$ cat src/rtl/truth_table_sweeper_if.sv
// Handshake and data bundle between the truth-table sweeper and its test driver / gate under test.
interface truth_table_sweeper_if #(
    parameter int unsigned N_IN = 3
) ();
    localparam int unsigned TT_W = 1 << N_IN;

    logic              start;
    logic [TT_W-1:0]   expected;
    logic              gate_out;
    logic [N_IN-1:0]   in_vec;
    logic              busy;
    logic              done;
    logic [TT_W-1:0]   tt;
    logic              pass;

    // Driver side: requests sweeps, supplies the reference table and the gate output.
    modport master (
        output start, expected, gate_out,
        input  in_vec, busy, done, tt, pass
    );

    // Sweeper side.
    modport slave (
        input  start, expected, gate_out,
        output in_vec, busy, done, tt, pass
    );
endinterface

$ cat src/rtl/truth_table_sweeper.sv
// Walks every input combination of a combinational gate, captures its truth table
// and compares it against a reference table captured at start.
module truth_table_sweeper #(
    parameter int unsigned N_IN   = 3,
    parameter int unsigned SETTLE = 2
) (
    input  logic                  clk,
    input  logic                  rst,
    truth_table_sweeper_if.slave  bus
);
    localparam int unsigned TT_W  = 1 << N_IN;
    localparam int unsigned CNT_W = 8;

    typedef enum logic [1:0] {
        IDLE   = 2'd0,
        RUN    = 2'd1,
        FINISH = 2'd2
    } state_t;

    state_t             state_q, state_d;
    logic [N_IN-1:0]    idx_q, idx_d;
    logic [CNT_W-1:0]   cnt_q, cnt_d;
    logic [TT_W-1:0]    shadow_q, shadow_d;
    logic [TT_W-1:0]    exp_q, exp_d;
    logic [TT_W-1:0]    tt_q, tt_d;
    logic               busy_q, busy_d;
    logic               done_q, done_d;
    logic               pass_q, pass_d;

    // idx is cleared on leaving FINISH, so it doubles as the GUT input vector.
    assign bus.in_vec = idx_q;
    assign bus.busy   = busy_q;
    assign bus.done   = done_q;
    assign bus.tt     = tt_q;
    assign bus.pass   = pass_q;

    // State and datapath registers.
    always_ff @(posedge clk or posedge rst) begin
        if (rst) begin
            state_q  <= IDLE;
            idx_q    <= '0;
            cnt_q    <= '0;
            shadow_q <= '0;
            exp_q    <= '0;
            tt_q     <= '0;
            busy_q   <= 1'b0;
            done_q   <= 1'b0;
            pass_q   <= 1'b0;
        end else begin
            state_q  <= state_d;
            idx_q    <= idx_d;
            cnt_q    <= cnt_d;
            shadow_q <= shadow_d;
            exp_q    <= exp_d;
            tt_q     <= tt_d;
            busy_q   <= busy_d;
            done_q   <= done_d;
            pass_q   <= pass_d;
        end
    end

    // Next-state and next-output logic; results are registered on entry to FINISH
    // so tt/pass are already valid in the done cycle.
    always_comb begin
        state_d  = state_q;
        idx_d    = idx_q;
        cnt_d    = cnt_q;
        shadow_d = shadow_q;
        exp_d    = exp_q;
        tt_d     = tt_q;
        busy_d   = busy_q;
        done_d   = 1'b0;
        pass_d   = pass_q;

        case (state_q)
            IDLE: begin
                if (bus.start) begin
                    exp_d    = bus.expected;
                    shadow_d = '0;
                    idx_d    = '0;
                    cnt_d    = CNT_W'(SETTLE);
                    busy_d   = 1'b1;
                    state_d  = RUN;
                end
            end
            RUN: begin
                if (cnt_q != '0) begin
                    cnt_d = CNT_W'(cnt_q - 1'b1);
                end else begin
                    shadow_d[idx_q] = bus.gate_out;
                    if (idx_q == N_IN'(TT_W - 1)) begin
                        tt_d    = shadow_d;
                        pass_d  = (shadow_d == exp_q);
                        busy_d  = 1'b0;
                        done_d  = 1'b1;
                        state_d = FINISH;
                    end else begin
                        idx_d = N_IN'(idx_q + 1'b1);
                        cnt_d = CNT_W'(SETTLE);
                    end
                end
            end
            FINISH: begin
                idx_d   = '0;
                state_d = IDLE;
            end
            default: begin
                state_d = IDLE;
            end
        endcase
    end
endmodule

$ cat src/flat_wrapper.sv
// flat-port wrapper written by rule: the top's interface ports become plain ports
module truth_table_sweeper_flat 
#(
    parameter int unsigned N_IN   = 3,
    parameter int unsigned SETTLE = 2
)
  (clk, rst, bus_start, bus_expected, bus_gate_out, bus_in_vec, bus_busy, bus_done, bus_tt, bus_pass);
  truth_table_sweeper_if #(.N_IN(N_IN)) bus_i ();
  input  logic clk;
  input  logic rst;
  input wire logic [$bits(bus_i.start)-1:0] bus_start;
  input wire logic [$bits(bus_i.expected)-1:0] bus_expected;
  input wire logic [$bits(bus_i.gate_out)-1:0] bus_gate_out;
  output wire logic [$bits(bus_i.in_vec)-1:0] bus_in_vec;
  output wire logic [$bits(bus_i.busy)-1:0] bus_busy;
  output wire logic [$bits(bus_i.done)-1:0] bus_done;
  output wire logic [$bits(bus_i.tt)-1:0] bus_tt;
  output wire logic [$bits(bus_i.pass)-1:0] bus_pass;
  assign bus_i.start = bus_start;
  assign bus_i.expected = bus_expected;
  assign bus_i.gate_out = bus_gate_out;
  assign bus_in_vec = bus_i.in_vec;
  assign bus_busy = bus_i.busy;
  assign bus_done = bus_i.done;
  assign bus_tt = bus_i.tt;
  assign bus_pass = bus_i.pass;
  truth_table_sweeper #(.N_IN(N_IN), .SETTLE(SETTLE)) u_core (.clk(clk), .rst(rst), .bus(bus_i));
endmodule
$ cat config.mk
export PLATFORM = sky130hd
export DESIGN_NAME = truth_table_sweeper_flat
export DESIGN_NICKNAME = d
export VERILOG_FILES = /design/src/rtl/truth_table_sweeper_if.sv /design/src/rtl/truth_table_sweeper.sv /design/src/flat_wrapper.sv
export SDC_FILE = /design/constraint.sdc
export NUM_CORES = 1
export LEC_CHECK = 0
export CORE_MARGIN = 1.5
export CORE_UTILIZATION = 55
export CTS_CLUSTER_DIAMETER = 40
export DETAILED_ROUTE_END_ITERATION = 6
export GPL_TIMING_DRIVEN = 0
export PLACE_DENSITY_LB_ADDON = 0.08
export RECOVER_POWER = 50
export SETUP_SLACK_MARGIN = 0.05
export SYNTH_ARGS = -nofsm -noshare
export SYNTH_HDL_FRONTEND = slang
export SYNTH_SLANG_ARGS = --single-unit
$ cat constraint.sdc
create_clock -name clk -period 2.75 [get_ports clk]
set_clock_uncertainty 0.15 [all_clocks]
set_input_delay 0.55 -clock clk [delete_from_list [all_inputs] [get_ports clk]]
set_output_delay 0.55 -clock clk [all_outputs]
set_load 0.03 [all_outputs]
; Word level (Yosys, flattened, before mapping)
; Index checks and enable logic that the tools add are counted.
[totals]
ramBits = 0
output_inout_bits = 14
n_memories = 0
latchBits = 0
register_bits = 40
word_cells = 60
rom_bits = 0
inputBits = 12
[op_classes]
reduce_logical = 12
n_mux = 25
n_div = 0
eq_ne = 9
addsub = 2
order_cmp = 2
shifts = 0
n_bitwise = 1
mul = 0
[op_table]
columns = op, count
row1 = 8-bit two-way mux, 5
row2 = 8-bit case mux with 2 select lines, 2
row3 = 3-bit AND reduction, 4
row4 = 3-bit two-way mux, 3
row5 = 3-bit case mux with 3 select lines, 1
row6 = 8-bit bitwise mux, 1
row7 = 8-bit equality test, 1
row8 = 4-bit AND reduction, 2
row9 = 8-bit nonzero test, 1
row10 = "8-bit by 1-bit subtractor with 8-bit output, second input constant", 1
row11 = 1-bit two-way mux, 7
row12 = 2-bit two-way mux, 3
row13 = "2-bit != test, second input constant", 3
row14 = "3-bit by 4-bit less-than comparator with 1-bit output, second input constant", 1
row15 = 2-bit case mux with 2 select lines, 1
row16 = "3-bit by 1-bit adder with 3-bit output, second input constant", 1
row17 = 1-bit demux with 3-bit select, 1
row18 = "3-bit equality test, second input constant", 1
row19 = "3-bit by 1-bit greater-or-equal comparator with 1-bit output, second input constant", 1
row20 = "3-bit by 2-bit != test with 1-bit output, second input constant", 1
row21 = 3-bit nonzero test, 1
row22 = "2-bit by 1-bit equality test with 1-bit output, second input constant", 1
row23 = "2-bit equality test, second input constant", 1
row24 = 2-bit zero test, 1
row25 = 6 further kinds, 6

; Longest topological paths before layout
; Gate-level depths: netlist (run 1).
[depth]
word_depth = 7
ltp_mapped = 8
depth_no_buf = 7

; Least setup slack after synthesis (run 1)
; OpenSTA, ideal clock, no wires.
[synth_path]
path_kind = register to register
startpoint = register u_core.idx_q[0], in the netlist u_core.bus.in_vec[0]
endpoint = register u_core.cnt_q[5]
required_ns = 2.468
n_path_buf = 0
path_stages_with_launch = 8
arrival_time_ns = 1.976
path_slack_ns = 0.492
path_cell_list = dfrtp_1 > ha_1 > ha_1 > and2_1 > a31oi_1 > nand4b_1 > xor2_1 > nor2_1
[synth_via]
elab_chain_len = 3
[synth_rtl]
columns = element, line
row1 = from (decl), truth_table_sweeper.sv:21  ; logic [N_IN-1:0] idx_q, idx_d;
row2 = from (signal assigned), truth_table_sweeper.sv:51  ; idx_q <= idx_d;
row3 = 3-bit equality test, truth_table_sweeper.sv:91  ; if (idx_q == N_IN'(TT_W - 1)) begin
row4 = 3-bit by 2-bit != test with 1-bit output (no line), -
row5 = 3-bit AND reduction (no line), -
row6 = to (signal assigned), truth_table_sweeper.sv:52  ; cnt_q <= cnt_d;
row7 = to (decl), truth_table_sweeper.sv:22  ; logic [CNT_W-1:0] cnt_q, cnt_d;
; Every way passes these cells.
; A chain may end at the register's enable or synchronous reset.

; Worst setup path after layout (run 1)
[layout_path]
startpoint = register u_core.cnt_q[0]
endpoint = register u_core.tt_q[0], in the netlist u_core.bus.tt[0]
[layout_via]
elab_chain_len = 3
[layout_rtl]
columns = element, line
row1 = 8-bit nonzero test, truth_table_sweeper.sv:87  ; if (cnt_q != '0) begin
row2 = 1-bit NOT (no line), -
row3 = 3-bit AND reduction (no line), -
row4 = to (signal assigned), truth_table_sweeper.sv:55  ; tt_q <= tt_d;
row5 = to (decl), truth_table_sweeper.sv:25  ; logic [TT_W-1:0] tt_q, tt_d;
; Every way passes these cells.

==> results.json, run 1 <==
{
  "synth-seq-cells": 40,
  "die_area_mm2": 0.00430,
  "avgSynthCellArea_um2": 9.61,
  "die_w_um": 65.6,
  "worstMarginPinSlew_ns": 1.51,
  "cts_tree": "done",
  "power.leakage_nw": 1.22,
  "wirelength_um": 4500,
  "status": "finished, violations left",
  "worstReg2RegEnd": "u_core.bus.tt[0]",
  "path_max_fanout": 10,
  "yosysWarnings": 0,
  "hold_violations": 0,
  "hold-path-endpoint": "u_core.bus.pass",
  "max_freq_mhz": 399,
  "crit_path_end_kind": "flip-flop",
  "coreArea_mm2": 0.00372,
  "drc": 0,
  "synth_top_area_frac": 0.465,
  "worstPathArrival_ns": 2.53,
  "cts_root_buffer": "clkbuf_8",
  "synth_area_leaders": "dfrtp_1 (46%), nand2_1 (5.8%), o21ai_0 (4.4%)",
  "synth_nets": 239,
  "grt_use_total": 0.236,
  "r2r_start": "u_core.cnt_q[0]",
  "row_count": 22,
  "grt_pass1_wl_um": 7360,
  "drt_iter0_markers": 96,
  "worstHoldStart": "u_core.bus.pass",
  "htree_levels": 2,
  "cts_buffer_depth": 2,
  "dp.final_hpwl_um": 3030,
  "synth_most_common_cell": "dfrtp_1",
  "cap_viol_max_count": 1,
  "r2r_slack_ns": 0.25,
  "antennaDiodeCount": 0,
  "fin_crit_sh": 0.911,
  "peakVddDrop_mv": 0.579,
  "vias": 1698,
  "met2_length_um": 2090,
  "top_layer_used": "met4",
  "synth_edf_count": 0,
  "seq_area_frac_synth": 0.465,
  "avgViaCountPerCell": 5.57,
  "clkTransAtPathRegs_ns": 0.08,
  "instances_no_fill": 305,
  "synth_cell_types": 38,
  "hp-class": "flip-flop to flip-flop",
  "port_buffers": 25,
  "drv_slew": 41,
  "dieHeight_um": 65.6,
  "numCtsBuffers": 5,
  "crit_type": "flip-flop to flip-flop",
  "syn_area_mm2": 0.00215,
  "wl_met1_um": 2150,
  "async_flop_share": 1.00,
  "synth_ff_type": "dfrtp_1",
  "wire_per_inst_um": 14.8,
  "violations": "max-capacitance violations, max-slew violations",
  "grt_max_degree": 41,
  "cp.required_ns": 2.77,
  "ios": 26,
  "critPathLaunchType": "flip-flop",
  "clock_latency_ns": 0.30,
  "worstRegToRegCells": 8,
  "routed-wl-met3_um": 168,
  "max_slew_margin": -0.00895,
  "dp.cells": 297,
  "netlist_instances": 224,
  "min_period_ns": 2.50,
  "drtPass1Iterations": 4,
  "final_layout_size_suffix_gt1_frac": 0.0973,
  "ant_nets": 0,
  "cts_sinks": 40,
  "area_delta_synth_final_pct": 20.8,
  "start_util": 0.579,
  "post-route-util": 0.700,
  "grt_overflow": 0,
  "place.gp.congestion": 0.759,
  "grt_pass1_vias": 1558,
  "whs_path_depth": 2,
  "setup_viol": 0,
  "p_total_mw": 2.70,
  "synthTopCellsByCount": "dfrtp_1 (40), nand2_1 (33), o21ai_0 (19)",
  "hold_buffers": 0,
  "nets": 271,
  "powerDensity_mw_per_mm2": 1040,
  "grt_setup_unrepaired": "false",
  "antenna_found_initial": 0,
  "synth.largest_area_cell": "dfrtp_1"
}
## critical path, cell delays in order (launching register included)
cell and delay [ns]:
dfrtp_1 0.38, inv_1 0.09, ha_1 0.23, nor3b_1 0.43, and2_1 0.29, nand3_2 0.27
clkbuf_1 0.33, nand2_1 0.12, o21ai_0 0.09
## registers in the layout, indices dropped and copies added, names as in the netlist
register and cells:
u_core.bus.busy 1, u_core.bus.done 1, u_core.bus.in_vec 3, u_core.bus.pass 1, u_core.bus.tt 8, u_core.cnt_q 8
u_core.exp_q 8, u_core.shadow_q 8, u_core.state_q 2
## kinds of logic (layout without fill, tap and decap cells)
logic type      Yosys count  count (layout)  share of synthesized area
simple gates             97              97                      0.241
compound gates           41              41                      0.124
flops                    40              40                      0.465
mux                      17              17                     0.0837
buf+inv                  17              50                     0.0325
xor+xnor                  9               9                     0.0366
fa+ha+maj                 3               3                     0.0174
## power by group
part / leakage [nW] / switching (mW) / internal, mW / total [mW]
logic: 0.680 / 0.633 / 0.528 / 1.16
registers: 0.475 / 0.197 / 0.811 / 1.01
clock network: 0.0645 / 0.211 / 0.320 / 0.531
total: 1.22 / 1.04 / 1.66 / 2.70
## what timing repair did
| action | CTS | global route |
|---|---|---|
| resized for setup | 0 | 2 |
| buffers inserted | 0 | 0 |
| setup endpoints to repair | 0 | 8 |
## cells in the final DEF, fill, tap and decap left out, types with 2 or more instances in the layout
cell type         n
o2bb2ai_1         7
a21o_1            5
buf_2             5
nand4_1           3
clkdlybuf4s50_1  18
nor2b_1          11
xor2_1            9
dlygate4sd3_1     7
nand3_1           6
nor3_1            2
nand4b_1          3
inv_1             7
mux2i_1           9
and2_1            3
o21ai_0          19
nor2_1           13
or3b_1            3
nand2_1          33
clkbuf_1          5
dfrtp_1          40
nand3b_1          4
mux2_2            8
clkbuf_8          7
nand2b_1          8
ha_1              3
## per-stage QoR
step | hold WS [ns] | area (um^2) | setup slack [ns] | setup TNS (ns)
after floorplan | 0.299 | 2150 | 0.492 | 0
after global routing | 0.346 | 2600 | 0.0321 | 0
after CTS | 0.330 | 2590 | 0.223 | 0
final | 0.320 | 2600 | 0.245 | 0
after detailed placement | 0.312 | 2460 | -0.0144 | -0.0144
after global placement | 0.304 | 2460 | 0.0174 | 0
## metal layers
metal,track usage,vias up
li1,-,843
met1,0.308,817
met2,0.374,30
met3,0.0565,8
met4,0.102,0
met5,0,-
## worst max-delay path by stage
stage	startpoint	to	slack (ns)
final	u_core.cnt_q[0]	u_core.bus.tt[0]	0.25
after CTS	u_core.cnt_q[0]	u_core.bus.tt[7]	0.22
after global placement	bus_gate_out	u_core.bus.pass	0.02
after detailed placement	bus_gate_out	u_core.bus.pass	-0.01
after floorplan	u_core.bus.in_vec[0]	u_core.cnt_q[5]	0.49
after global routing	u_core.cnt_q[0]	u_core.bus.tt[0]	0.03
## cell type report
type | count | area (um^2)
flip-flops and latches | 40 | 1000
clock buffers | 7 | 96.3
well taps | 48 | 60.1
repair buffers | 25 | 250
multi-input cells | 167 | 1090
fillers | 307 | 1110
plain buffers | 10 | 43.8
clock inverters | 1 | 30.0
inverters | 7 | 26.3
Power figures use the tool's default switching activity.
==> run 2, diff against run 1 <==
clock period = 3.25 ns   (was 2.75 ns; I/O delays follow)
==> run 2 against run 1 <==
Effect of this change:
- via count shrank 0.18%
- routed wire length shrank 3.0%
- count of clock-buffer cells in the layout is the same
- critical path type is now input pin to flip-flop
- the flow still finishes with violations (max-capacitance violations, max-slew violations)
- critical path depth fell by 1
- register-to-register slack improved by 0.46 ns
==> results.json, run 2 (same netlist as run 1, synthesis figures left out) <==
{
  "numCtsBuffers": 5,
  "ant_nets": 0,
  "worstPathArrival_ns": 2.65,
  "power.leakage_nw": 1.22,
  "powerDensity_mw_per_mm2": 877,
  "hold_violations": 0,
  "row_count": 22,
  "max_freq_mhz": 392,
  "antennaDiodeCount": 0,
  "crit_path_end_kind": "flip-flop",
  "status": "finished, violations left",
  "drc": 0,
  "drv_slew": 41,
  "min_period_ns": 2.55,
  "wire_per_inst_um": 14.3,
  "post-route-util": 0.697,
  "crit_type": "input pin to flip-flop",
  "clock_latency_ns": 0.30,
  "place.gp.congestion": 0.759,
  "htree_levels": 2,
  "peakVddDrop_mv": 0.490,
  "grt_pass1_vias": 1558,
  "cts_tree": "done",
  "avgViaCountPerCell": 5.56,
  "final_common_cell": "dfrtp_1",
  "ios": 26,
  "cts_resized": 0,
  "fin_setup_tns_ns": 0,
  "max_slew_margin": -0.00729,
  "hold_buffers": 0,
  "grt_setup_unrepaired": "false",
  "grt_use_total": 0.236,
  "dp.final_hpwl_um": 3030,
  "antenna_found_initial": 0,
  "coreArea_mm2": 0.00372,
  "cap_viol_max_count": 1,
  "cts_buffer_depth": 2,
  "setup_viol": 0,
  "wirelength_um": 4370,
  "vias": 1695,
  "die_area_mm2": 0.00430,
  "mostFrequentLayoutCells": "dfrtp_1 (40), nand2_1 (33), o21ai_0 (19)",
  "dieHeight_um": 65.6,
  "clkTransAtPathRegs_ns": 0.08,
  "grt_overflow": 0,
  "path_max_fanout": 10,
  "drt_iter0_markers": 106,
  "fin_crit_sh": 0.785,
  "area_delta_synth_final_pct": 20.3,
  "grt_max_degree": 41,
  "drtPass1Iterations": 4,
  "cts_sinks": 40,
  "port_buffers": 25,
  "final_layout_size_suffix_gt1_frac": 0.0895,
  "die_w_um": 65.6,
  "cts_root_buffer": "clkbuf_8",
  "violations": "max-capacitance violations, max-slew violations",
  "n_fill_cell": 305,
  "nets": 271,
  "start_util": 0.579,
  "cp.required_ns": 3.34,
  "cts_setup_buffers": 0,
  "grt_pass1_wl_um": 7360,
  "critPathLaunchType": "input pin",
  "hp-class": "flip-flop to flip-flop",
  "worstMarginPinSlew_ns": 1.51
}
## run 2: cell count changes in the layout (fill, tap and decap cells not counted), sizes merged
cell	change
dlygate4sd3	+1
clkdlybuf4s50	-1
## run 2: final timing paths
kind                            startpoint                   end  slack, ns  depth (start not counted)
min reg2reg                u_core.bus.pass       u_core.bus.pass       0.32                          2
max in group asynchronous              rst  u_core.bus.in_vec[0]       0.96                          2
max                           bus_gate_out       u_core.bus.pass       0.70                          7
max reg2reg                u_core.cnt_q[0]      u_core.bus.tt[0]       0.71                          8
min                        u_core.bus.pass       u_core.bus.pass       0.32                          2
min in group asynchronous              rst       u_core.exp_q[6]       1.09                          2
## run 2: area by class of cell
type                            count  area [um^2]  area share
Clock buffer                        7         96.3      0.0372
Sequential cell                    40         1000       0.386
Inverter                            7         26.3      0.0101
Multi-Input combinational cell    167         1080       0.418
Timing Repair Buffer               25          250      0.0966
Clock inverter                      1         30.0      0.0116
Buffer                             10         43.8      0.0169
Tap cell                           48         60.1      0.0232
## run 2: worst max-delay path: stages
cell and delay (ns):
clkdlybuf4s50_1 0.53, clkbuf_1 0.36, and4b_1 0.24, o21ai_0 0.14
nand4_1 0.12, or4_1 0.53, nand2_1 0.07
## run 2: per-layer routing
layer | track usage | up-vias | routed length [um]
li1 | - | 848 | -
met1 | 0.308 | 813 | 2160
met2 | 0.374 | 28 | 1980
met3 | 0.0565 | 6 | 145
met4 | 0.102 | 0 | 82
met5 | 0 | - | 0
## run 2: per-stage QoR
step / area (um^2) / worst slack, ns / power (mW) / hold WS (ns) / std cells
after floorplan: 2150 / 0.992 / 1.54 / 0.299 / 224
after global placement: 2460 / 0.417 / 1.83 / 0.304 / 297
after detailed placement: 2460 / 0.386 / 1.85 / 0.312 / 297
after CTS: 2590 / 0.695 / 2.31 / 0.330 / 305
after global routing: 2590 / 0.497 / 2.44 / 0.346 / 305
final: 2590 / 0.698 / 2.27 / 0.320 / 305
## run 2: where the power goes
part	leakage [nW]	internal, mW	switching, mW
combinational	0.677	0.444	0.529
sequential	0.475	0.686	0.166
clock	0.0645	0.271	0.178
==> run 3, diff against run 2 <==
CORE_UTILIZATION = 50   (was 55)
clock period = 2.1 ns   (was 3.25 ns; I/O delays follow)
==> run 3 against run 2 <==
Effect of this change:
- the flow now finishes without violations
- sequential share of layout area fell by 3.7 points
- via count rose by 3.7%
- cell count rose by 4.6%
- sequential cell count did not move
- register-to-register slack got worse by 0.71 ns
- routed wire length rose by 7.3%
- die area rose by 9.5%
- critical path depth fell by 2
- non-clock buffer count rose by 12
- first-iteration DRC count fell by 7.5%
- count of clock-buffer cells in the layout fell by 2
- combinational power rose by 88%
- largest cell class unchanged
==> results.json, run 3 (same netlist as run 1, synthesis figures left out) <==
{
  "status": "finished clean",
  "path_max_fanout": 8,
  "peakVddDrop_mv": 0.885,
  "clkTransAtPathRegs_ns": 0.08,
  "place.gp.congestion": 0.798,
  "crit_type": "flip-flop to flip-flop",
  "htree_levels": 2,
  "max_freq_mhz": 477,
  "wirelength_um": 4690,
  "cap_viol_max_count": 0,
  "drv_slew": 0,
  "powerDensity_mw_per_mm2": 1420,
  "final_common_cell": "dfrtp_1",
  "worstMarginPinSlew_ns": 0.825,
  "fin_crit_sh": 0.998,
  "multi_input_comb_area_mm2": 0.00122,
  "power_frac_seq": 0.336,
  "grt_pass1_vias": 1596,
  "die_w_um": 68.6,
  "hold_violations": 0,
  "hold_buffers": 0,
  "numCtsBuffers": 5,
  "hp-class": "flip-flop to flip-flop",
  "p_clk_frac": 0.214,
  "grt_setup_unrepaired": "true",
  "start_util": 0.531,
  "drc": 0,
  "final_layout_size_suffix_gt1_frac": 0.223,
  "port_buffers": 25,
  "antenna_found_initial": 0,
  "intPower_mw": 2.56,
  "drt_iter0_markers": 98,
  "post-route-util": 0.708,
  "swShare": 0.371,
  "worstPathArrival_ns": 2.18,
  "cts_buffer_depth": 2,
  "dieHeight_um": 68.6,
  "vias": 1757,
  "drtPass1Iterations": 4,
  "ant_nets": 0,
  "grt_overflow": 0,
  "n_fill_cell": 301,
  "nets": 283,
  "critPathLaunchType": "flip-flop",
  "coreArea_mm2": 0.00406,
  "dp.final_hpwl_um": 3040,
  "grt_use_total": 0.220,
  "cts_sinks": 40,
  "wire_per_inst_um": 14.7,
  "min_period_ns": 2.10,
  "holdWs_ns": 0.328,
  "mostFrequentLayoutCells": "dfrtp_1 (37), nand2_1 (33), clkdlybuf4s50_1 (23)",
  "max_slew_margin": 0.449,
  "crit_path_end_kind": "flip-flop",
  "cts_tree": "done",
  "seqCellArea_mm2": 0.00100,
  "area_delta_synth_final_pct": 33.5,
  "row_count": 23,
  "avgViaCountPerCell": 5.51,
  "setup_viol": 0,
  "combPwrFrac": 0.450,
  "grt_max_degree": 41,
  "clock_latency_ns": 0.29,
  "p_switching_mw": 1.51,
  "die_area_mm2": 0.00471,
  "antennaDiodeCount": 0,
  "cp.required_ns": 2.18,
  "power.leakage_nw": 1.33,
  "grt_pass1_wl_um": 7630,
  "ios": 26,
  "cts_root_buffer": "clkbuf_8"
}
run 3: power groups by stage:
stage	registers, mW	logic (mW)	clock network [mW]
after floorplan	1.52	0.882	0
after global placement	1.34	1.53	0
after detailed placement	1.34	1.55	0
after CTS	1.35	1.68	0.887
after global routing	1.42	2.02	0.913
final	1.37	1.83	0.872
run 3: final cells by class:
type                    count  share of cell area
flip-flops and latches     40               0.350
multi-input cells         167               0.425
clock inverters             3              0.0313
plain buffers               8              0.0157
repair buffers             39               0.123
well taps                  50              0.0218
clock buffers               5              0.0239
inverters                   7             0.00914
run 3: per-layer routing:
metal	vias up	part of all wire	GRT usage
met3	8	0.039	0.0422
met2	46	0.46	0.334
met5	-	0	0
li1	873	-	-
met1	830	0.48	0.312
met4	0	0.019	0.0775
run 3: timing repair:
item / CTS / global route
pin swaps: 9 / 4
buffers inserted: 7 / 7
hold endpoints to repair: 0 / 0
resized for setup: 19 / 14
endpoints found under the setup margin: 35 / 35
run 3: per-stage QoR:
step                TNS (ns)  instance area [um^2]  setup slack (ns)  total power, mW  cells
CTS                        0                  2760            0.0567             3.92    312
floorplan                  0                  2180            0.0646             2.41    224
detailed placement     -7.75                  2490            -0.584             2.90    299
finish                     0                  2870           0.00499             4.07    319
global placement      -18.28                  2490            -0.566             2.87    299
global route         -0.0582                  2870           -0.0578             4.35    319
run 3: final timing paths:
path | startpoint | end | slack, ns | cells after the start
worst max register to register | u_core.bus.in_vec[1] | u_core.bus.pass | 0.005 | 5
max in group asynchronous | rst | u_core.bus.in_vec[0] | 0.63 | 2
worst min-delay path | u_core.bus.tt[4] | u_core.bus.tt[4] | 0.33 | 2
worst min register to register | u_core.bus.tt[4] | u_core.bus.tt[4] | 0.33 | 2
worst max-delay path | u_core.bus.in_vec[1] | u_core.bus.pass | 0.005 | 5
min in group asynchronous | rst | u_core.bus.done | 0.59 | 2
run 3: critical path, cell delays in order, from the launching register on:
cell and delay [ns]:
dfrtp_2 0.47, or4b_4 0.55, a21oi_2 0.16, o2111ai_1 0.13
or4_1 0.51, nand2_1 0.07
